### config.mk
export PLATFORM = sky130hd
export DESIGN_NAME = icache_axi_rd
export DESIGN_NICKNAME = d
export VERILOG_FILES = /design/src/rtl/icache_axi_rd_pkg.sv /design/src/rtl/icache_axi_rd.sv
export SDC_FILE = /design/constraint.sdc
export NUM_CORES = 1
export LEC_CHECK = 0
export ABC_AREA = 0
export CELL_PAD_IN_SITES_DETAIL_PLACEMENT = 1
export CELL_PAD_IN_SITES_GLOBAL_PLACEMENT = 1
export CORE_UTILIZATION = 39
export CTS_BUF_LIST = sky130_fd_sc_hd__clkbuf_2 sky130_fd_sc_hd__clkbuf_4 sky130_fd_sc_hd__clkbuf_8
export DETAILED_ROUTE_END_ITERATION = 7
export GPL_ROUTABILITY_DRIVEN = 0
export PLACE_DENSITY_LB_ADDON = 0.1
export SETUP_SLACK_MARGIN = 0.15
export SYNTH_ARGS = -nofsm -noshare
export SYNTH_HDL_FRONTEND = slang
export SYNTH_SLANG_ARGS = --single-unit
### constraint.sdc
create_clock -name clk -period 10.85 [get_ports clk]
set_input_delay 1.6275 -clock clk [delete_from_list [all_inputs] [get_ports clk]]
set_output_delay 1.6275 -clock clk [all_outputs]
set_load 0.02 [all_outputs]
### src/rtl/icache_axi_rd_pkg.sv
// Shared definitions for the instruction-cache AXI line-fill reader:
// FSM state encodings, AXI field encodings and the cache word width.
package icache_axi_rd_pkg;

   typedef enum logic [1:0] {
      ICACHE_AXI_IDLE = 2'd0,
      ICACHE_AXI_AR   = 2'd1,
      ICACHE_AXI_R    = 2'd2,
      ICACHE_AXI_DONE = 2'd3
   } icacheAxiState_t;

   localparam logic [1:0] AXI_BURST_INCR = 2'b01;
   localparam logic [2:0] AXI_SIZE_4B    = 3'b010;
   localparam logic [1:0] AXI_RESP_OKAY  = 2'b00;

   localparam int WORD_W = 32;

endpackage

### src/rtl/icache_axi_rd.sv
// Instruction-cache line-fill reader: takes one line-fill request from
// icache stage 2, issues a single AXI4 INCR burst of LINE_BEATS x 32-bit
// beats, assembles them into a cache line and signals completion with a
// one-cycle pulse. Only one transaction is ever outstanding, so RID is
// not used.
module icache_axi_rd
   import icache_axi_rd_pkg::*;
#(
   parameter logic [3:0] AXI_ID     = 4'd0,
   parameter int         LINE_BEATS = 8
) (
   input  logic                           clk,
   input  logic                           rst,
   input  logic                           req_i,
   input  logic [31:0]                    addr_i,
   output logic                           busy_o,
   output logic                           rend_o,
   output logic [WORD_W*LINE_BEATS-1:0]   line_o,
   output logic                           err_o,
   output logic [3:0]                     arid,
   output logic [31:0]                    araddr,
   output logic [7:0]                     arlen,
   output logic [2:0]                     arsize,
   output logic [1:0]                     arburst,
   output logic                           arvalid,
   input  logic                           arready,
   input  logic [3:0]                     rid,
   input  logic [31:0]                    rdata,
   input  logic [1:0]                     rresp,
   input  logic                           rlast,
   input  logic                           rvalid,
   output logic                           rready
);

   localparam int LINE_W = WORD_W * LINE_BEATS;
   localparam int CNT_W  = $clog2(LINE_BEATS);
   localparam int OFS_W  = $clog2(LINE_W / 8);
   localparam logic [CNT_W-1:0] LAST_BEAT = CNT_W'(LINE_BEATS - 1);

   icacheAxiState_t state;
   logic [CNT_W-1:0] cnt;
   logic errFlag;

   logic beatErr;
   logic lastBeat;
   logic protoErr;
   logic errAcc;
   logic unusedBits;

   // The burst shape never changes, so the constant AR fields are plain
   // wires and do not depend on reset.
   assign arid    = AXI_ID;
   assign arlen   = 8'(LINE_BEATS - 1);
   assign arsize  = AXI_SIZE_4B;
   assign arburst = AXI_BURST_INCR;

   // RID and the byte offset within the line carry no information here.
   assign unusedBits = ^{rid, addr_i[OFS_W-1:0]};

   // Per-beat error evaluation. A beat is a protocol error when RLAST
   // disagrees with the beat counter: either RLAST arrives before the final
   // word, or the final word arrives without RLAST. Both cases are caught by
   // the XOR, and both terminate the burst. errAcc is the error flag value
   // including the current beat.
   always_comb begin
      beatErr  = 1'b0;
      lastBeat = 1'b0;
      protoErr = 1'b0;
      errAcc   = 1'b0;
      beatErr  = (rresp != AXI_RESP_OKAY);
      lastBeat = (cnt == LAST_BEAT);
      protoErr = lastBeat ^ rlast;
      errAcc   = errFlag | beatErr | protoErr;
   end

   // Main FSM. All handshake and status outputs are registered here so that
   // nothing downstream sees a combinational path from ARREADY or RVALID.
   // The asynchronous reset drops ARVALID/RREADY immediately and throws away
   // any partially assembled line. On leaving R the line register keeps any
   // words that were not refilled, which is what an early RLAST leaves behind.
   always_ff @(posedge clk or posedge rst) begin
      if (rst) begin
         state   <= ICACHE_AXI_IDLE;
         cnt     <= '0;
         errFlag <= 1'b0;
         araddr  <= '0;
         line_o  <= '0;
         arvalid <= 1'b0;
         rready  <= 1'b0;
         busy_o  <= 1'b0;
         rend_o  <= 1'b0;
         err_o   <= 1'b0;
      end else begin
         case (state)
            ICACHE_AXI_IDLE: begin
               if (req_i) begin
                  araddr  <= {addr_i[31:OFS_W], OFS_W'(0)};
                  cnt     <= '0;
                  errFlag <= 1'b0;
                  arvalid <= 1'b1;
                  busy_o  <= 1'b1;
                  state   <= ICACHE_AXI_AR;
               end
            end
            ICACHE_AXI_AR: begin
               if (arready) begin
                  arvalid <= 1'b0;
                  rready  <= 1'b1;
                  state   <= ICACHE_AXI_R;
               end
            end
            ICACHE_AXI_R: begin
               if (rvalid) begin
                  line_o[int'(cnt)*WORD_W +: WORD_W] <= rdata;
                  cnt     <= cnt + CNT_W'(1);
                  errFlag <= errAcc;
                  if (lastBeat || rlast) begin
                     rready <= 1'b0;
                     rend_o <= 1'b1;
                     err_o  <= errAcc;
                     state  <= ICACHE_AXI_DONE;
                  end
               end
            end
            ICACHE_AXI_DONE: begin
               rend_o <= 1'b0;
               err_o  <= 1'b0;
               busy_o <= 1'b0;
               state  <= ICACHE_AXI_IDLE;
            end
            default: begin
               state <= ICACHE_AXI_IDLE;
            end
         endcase
      end
   end

endmodule

# Word-level counts from Yosys, hierarchy flattened
# Index checks and enable logic that the tools add are counted.
# classes
addsub	2
bitwise_logic	3
reduce_logical	16
shift	2
n_eq_ne	8
mux	26
# ops
operator	count
bitwise mux 256 bit	1
variable shift 32 x 33 -> 256 bit (first input constant)	1
variable part select 32 x 33 -> 256 bit	1
negation 8 -> 33 bit	1
case mux 1 bit (2 select lines)	6
nonzero test 2 bit	6
2-to-1 mux 1 bit	11
AND reduction 3 bit	3
2-to-1 mux 2 bit	4
inequality test 2 bit (second input constant)	4
case mux 2 bit (4 select lines)	1
AND reduction 4 bit	2
2-to-1 mux 3 bit	2
case mux 3 bit (2 select lines)	1
AND reduction 2 bit	3
equality test 2 bit (second input constant)	2
adder 3 x 1 -> 3 bit (second input constant)	1
equality test 3 bit (second input constant)	1
equality test 2 x 1 -> 1 bit (second input constant)	1
zero test 2 bit	1
bitwise OR 1 bit	2
logical OR 1 bit	1
bitwise XOR 1 bit	1
# totals
register_bits	294
elab_cells	67
output_inout_bits	310
input_bits	76

# Longest topological paths before layout
# Gate-level depths: netlist of run 1.
# depth
word_depth	6
depth_mapped	10
mapped_depth_nobuf	7

# Least setup slack after synthesis of run 1
# Ideal clock, no wire load.
# synth_path
kind	input port to flip-flop
from	input port rvalid
to	register line_o[128]
t_required_ns	10.771
slack_ns	7.961
setup_ns	0.079
arrival_ns	2.809
path_buffers	1
cell_stages	4
path_cell_list	nand2_1 -> a2111oi_2 -> buf_4 -> mux2i_1
# synth_via
elab_chain_cells	1
# synth_lines
element	line_no	source
start, declared	icache_axi_rd.sv:31	input logic rvalid,
AND reduction 2 bit (no source line)	n/a	
end signal, assigned by index	icache_axi_rd.sv:114	line_o[int'(cnt)*WORD_W +: WORD_W] <= rdata;
end, declared	icache_axi_rd.sv:18	output logic [WORD_W*LINE_BEATS-1:0] line_o,
# Every way passes these cells.
# A chain may end at the register's enable or synchronous reset.

# Worst setup path in the final report of run 1
# layout_path
from	input port rvalid
to	register line_o[234]
# The elaborated chain is that of the path after synthesis.

==> impl_metrics.py, run 1 <==
metrics = {
    "timing": {
        "tightest_slew_ps": 1130,
        "timing.final.crit_period_ps": 4078,
        "skew_ps": 17.69,
        "hold_viol": 0,
        "fin_setup_tns_ps": 0,
        "max_freq_mhz": 245.2,
        "maxSlewHeadroom_pct": 24.49,
        "finalWorstSetupSlack_ps": 6772,
        "setup_viol": 0,
        "finalCritPeriodShare_pct": 37.59,
        "maxSlewViolCount": 0,
        "rsz0062_at_grt": "no",
        "fin_hold_ws_ps": 500.1,
    },
    "clock_network": {
        "clockBufferDepth": 3,
        "clkLatencyLatePin_ps": 550,
        "path_clk_slew_ps": 60,
        "post_cts_buffers": 0,
        "cts_made_buffers": 51,
        "postCtsHoldBufs": 0,
        "cts_resized": 0,
        "htree_levels": 2,
        "cts-root-buf": "clkbuf_8",
        "cts_tree": "yes",
        "cts.sinks": 294,
    },
    "global_routing": {
        "grt_util_all_layers_pct": 21.46,
        "grt_remaining_overflow": 0,
        "grt_pass1_wl_mm": 54.03,
        "grt_pass1_vias": 8859,
        "antenna_found_initial": 1,
        "grt_max_degree": 158,
    },
    "finish": {
        "final_nets": 1346,
        "multiInputGateArea_um2": 4682,
        "fin_cells": 1686,
        "layout_commonest_cell": "clkdlybuf4s50_1",
        "design_area_um2": 17340,
        "fin_util_pct": 54.95,
        "final_cell_mix": "clkdlybuf4s50_1, dfrtp_1, mux2_2",
        "synthToLayoutAreaGrowth_pct": 38.76,
        "nFillCells": 3153,
        "regArea_um2": 7357,
        "layout-drive-gt1-share_pct": 27.44,
    },
    "pwr": {
        "p_switching_mw": 1.258,
        "p_clk_share_pct": 26.6,
        "pwr-share-seq_pct": 37.5,
        "switching_share_pct": 33.31,
        "combPwrFrac_pct": 35.9,
        "p_total_mw": 3.777,
        "p_int_mw": 2.519,
        "total_leakage_power_nw": 8.195,
        "ir_drop_mv": 0.1538,
        "p_per_area_nw_per_um2": 217.8,
    },
    "setup_path": {
        "cp.required_ps": 11280,
        "worst-r2r-cell-count": 7,
        "crit_type": "in -> reg",
        "r2r_slack_ps": 7310,
        "r2r_end": "line_o[137]",
        "r2r-start": "cnt[0]",
        "crit_fanout": 20,
        "crit_arrival_ps": 4510,
        "start_kind": "input pin",
        "startpoint": "rvalid",
        "cp-end-kind": "flop",
    },
    "worst_hold_path": {
        "hold-path-cell-count": 1,
        "min-delay-start": "araddr[28]",
        "holdPathEnd": "araddr[28]",
        "hp-class": "reg -> reg",
    },
    "run_status": {
        "status": "finished, final reports clean",
    },
    "place": {
        "hpwl_mm": 23.98,
        "port-buffer-count": 354,
        "placed_cell_area_um2": 16350,
        "place_ws_ps": 6100,
        "dp_cells": 1607,
    },
    "floorplanning": {
        "rows": 65,
        "die_height_um": 181,
        "start_util_pct": 39.60,
        "die_area_um2": 32760,
        "pin_count": 386,
        "core-area_um2": 31560,
        "die_x_um": 181,
    },
    "detailed_routing": {
        "via_count": 8203,
        "via_per_inst": 4.865,
        "routed_wl_mm": 34.81,
        "drt_first_pass_iters": 4,
        "detail_route.wl_per_cell_um": 20.64,
        "drc": 0,
        "drt_iter0_drc": 345,
        "ant_nets": 0,
    },
    "synth": {
        "synth-seq-cells": 294,
        "synthCells": 885,
        "synth_cell_type_count": 37,
        "synth_area_leader_cell": "dfrtp_1",
        "yosys.area.top_type_share_pct": 58.88,
        "syn-cell-area_um2": 12500,
        "avgSynthCellArea_um2": 14.12,
        "yosysSeqAreaShare_pct": 58.88,
        "ys_top_cells_by_area": "dfrtp_1, mux2_2, and2_1",
        "yosysWarnings": 0,
    },
    "run": {
        "maxCapViolCount": 0,
    },
}
-- worst max path at each step --
stage,endpoint,depth (start not counted)
final,line_o[234],5
after global routing,line_o[138],5
after CTS,line_o[211],5
after detailed placement,line_o[137],5
after global placement,line_o[201],5
after floorplan,araddr[10],1
-- layer usage --
layer | vias to the layer above | part of all wire [%] | track usage [%]
met1 | 4194 | 43 | 27.93
li1 | 3689 | - | -
met3 | 54 | 6.4 | 5.584
met4 | 0 | 2.1 | 5.898
met5 | - | 0 | 0
met2 | 266 | 48 | 35.37
-- flip-flops by register name (all words and copies together) (netlist names) --
signal   flops
line_o     256
araddr      27
cnt          3
state        2
arvalid      1
busy_o       1
errFlag      1
err_o        1
rend_o       1
rready       1
-- cells in the mapped netlist --
cell,number
conb_1,2
nand2b_1,4
o22ai_1,3
nor3_1,1
nor2_1,1
buf_6,2
buf_4,25
a21oi_1,2
a2111oi_2,1
nand3b_1,2
inv_1,44
nor4b_2,3
a211oi_1,1
nand4_1,3
a41oi_1,1
nor3b_1,2
o32a_1,1
buf_2,19
nand2_1,38
clkbuf_1,16
dfrtp_1,294
and3b_1,1
or4b_1,1
or4_1,1
or2b_1,1
and2_1,97
o2bb2ai_1,1
buf_12,3
or2_2,1
a22o_1,4
or3_1,2
mux2_2,222
ha_1,12
mux2_4,30
o21ai_0,5
nor2b_1,5
mux2i_1,34
-- power by group through the flow --
stage | Combinational [mW] | Sequential [mW] | Clock [mW]
floorplan | 0.543 | 1.66 | 0
global placement | 1.35 | 1.42 | 0
detailed placement | 1.37 | 1.43 | 0
CTS | 1.38 | 1.42 | 1.04
global route | 1.45 | 1.44 | 1.08
finish | 1.36 | 1.42 | 1.00
-- kinds of logic after synthesis --
family	Yosys count	share of synthesized area, %
adders and majority gates	12	1.202
buffers and inverters	109	4.726
other	2	0.06010
muxes	286	26.33
and+or+nand+nor	163	7.690
AOI/OAI and AO/OA	19	1.111
DFF	294	58.88
-- area by class of cell --
class	count	area share [%]
well taps	402	2.901
repair buffers	365	20.98
flip-flops and latches	294	42.43
clock inverters	2	0.2165
clock buffers	76	5.455
multi-input cells	502	27.00
inverters	44	0.9958
diodes	1	0.01443
-- critical path: stages --
cell and delay (ps):
clkdlybuf4s50_1 700, nand2_1 350, nor4b_4 950, buf_4 480, mux2_2 380
(Power assumes the default switching activity.)
==> run 2: changes to the inputs <==
- clock period: 10.85 -> 4.2 ns (I/O delays scaled with it)
==> impl_metrics.py, run 2 (synthesis gave the netlist of run 1 again) <==
metrics = {
    "run_status": {
        "status": "finished, final reports clean",
    },
    "finish": {
        "nFillCells": 3166,
        "final_nets": 1358,
        "fin_cells": 1712,
        "largest_reg_flops": 256,
        "final_cell_mix": "clkdlybuf4s50_1, dfrtp_1, mux2_2",
        "multiInputGateArea_um2": 4682,
        "top_register": "line_o",
        "synthToLayoutAreaGrowth_pct": 40.55,
        "reg_top3": "line_o (256), araddr (27), cnt (3)",
        "design_area_um2": 17560,
        "regArea_um2": 7357,
        "layout_commonest_cell": "clkdlybuf4s50_1",
        "layout-drive-gt1-share_pct": 28.88,
    },
    "timing": {
        "timing.final.crit_period_ps": 3404,
        "fin_setup_tns_ps": 0,
        "tightest_slew_ps": 1105,
        "maxSlewViolCount": 0,
        "maxSlewHeadroom_pct": 26.17,
        "skew_ps": 15.03,
        "setup_viol": 0,
        "rsz0062_at_grt": "no",
        "max_freq_mhz": 293.8,
        "finalCritPeriodShare_pct": 81.05,
        "hold_viol": 0,
    },
    "global_routing": {
        "grt_pass1_vias": 9122,
        "grt_remaining_overflow": 0,
        "antenna_found_initial": 0,
        "grt_util_all_layers_pct": 22.16,
        "grt_max_degree": 84,
        "grt_pass1_wl_mm": 55.94,
    },
    "detailed_routing": {
        "via_per_inst": 4.876,
        "drt_first_pass_iters": 4,
        "routed_wl_mm": 35.62,
        "met2WireLength_mm": 17.10,
        "drt_iter0_drc": 286,
        "via_count": 8347,
        "top_layer_used": "met4",
        "ant_nets": 0,
        "drc": 0,
        "detail_route.wl_per_cell_um": 20.81,
        "wl_met3_mm": 2.171,
        "drt-met1-wl_mm": 15.55,
    },
    "setup_path": {
        "crit_slowest_cell": "or3_2",
        "crit_fanout": 18,
        "path_cells": "inv_1, ha_1, ha_1, or4b_1, or3_2, buf_12, mux2_4",
        "crit_type": "reg -> reg",
        "cpMostUsedCell": "ha_1",
        "cp-end-kind": "flop",
        "start_kind": "flop",
        "slowest_delay_ps": 740,
        "cp.required_ps": 4640,
        "crit_arrival_ps": 3840,
    },
    "pwr": {
        "p_per_area_nw_per_um2": 564.1,
        "ir_drop_mv": 0.3737,
        "total_leakage_power_nw": 8.326,
    },
    "place": {
        "hpwl_mm": 25.13,
        "port-buffer-count": 354,
        "placed_cell_area_um2": 16500,
        "dp_cells": 1619,
    },
    "floorplanning": {
        "pin_count": 386,
        "rows": 65,
        "die_area_um2": 32760,
        "die_x_um": 181,
        "core-area_um2": 31560,
        "start_util_pct": 39.60,
        "die_height_um": 181,
    },
    "clock_network": {
        "postCtsHoldBufs": 0,
        "cts.sinks": 294,
        "post_cts_buffers": 0,
        "cts-root-buf": "clkbuf_8",
        "cts_tree": "yes",
        "cts_made_buffers": 51,
        "clkLatencyLatePin_ps": 560,
        "path_clk_slew_ps": 60,
        "clockBufferDepth": 3,
        "htree_levels": 2,
        "cts_resized": 0,
    },
    "run": {
        "maxCapViolCount": 0,
    },
    "worst_hold_path": {
        "hp-class": "reg -> reg",
    },
}
run 2: critical path: cells and delay by family (launching register included):
family        cells  cell delay, ps
fa+ha+maj         2             700
buf+inv           2             430
mux               1             310
simple gates      2            1240
flops             1             600
run 2: metrics by stage:
step | utilization, % | hold WS, ps | worst slack, ps | power, mW
6_report | 55.66 | 500.5 | 796.1 | 9.907
4_1_cts | 55.65 | 504.8 | 743.0 | 10.06
3_5_place_dp | 52.30 | 492.2 | 751.5 | 7.307
3_3_place_gp | 52.30 | 486.6 | 836.1 | 7.213
2_1_floorplan | - | 466.9 | -333.1 | 5.680
5_1_grt | 55.65 | 515.3 | 674.8 | 10.44
run 2: per-layer routing:
layer / global-route usage [%] / vias to the layer above
met5: 0 / -
met4: 6.407 / 0
met3: 5.785 / 55
met2: 36.60 / 266
met1: 28.66 / 4302
li1: - / 3724
run 2: cell type report:
class / instances / area share, %
tap: 402 / 2.864
timing repair buffer: 377 / 21.59
clock inverter: 3 / 0.08549
clock buffer: 89 / 5.941
multi-input combinational: 502 / 26.66
sequential: 294 / 41.89
inverter: 44 / 0.9617
antenna: 1 / 0.01425
run 2: final timing paths:
check | start | end | slack [ps] | cells after the start
max in group asynchronous | rst | araddr[31] | 2730 | 3
setup / recovery | cnt[0] | line_o[10] | 800 | 7
min in group asynchronous | rst | line_o[44] | 550 | 2
setup reg to reg | cnt[0] | line_o[10] | 800 | 7
hold reg to reg | line_o[116] | line_o[116] | 500 | 1
hold / removal | line_o[116] | line_o[116] | 500 | 1
run 2: report_power, final:
part | internal [mW] | leakage (nW) | total [mW] | switching (mW)
Sequential | 3.36 | 3.83 | 3.67 | 0.309
Combinational | 1.71 | 3.92 | 3.56 | 1.84
Clock | 1.54 | 0.577 | 2.69 | 1.14
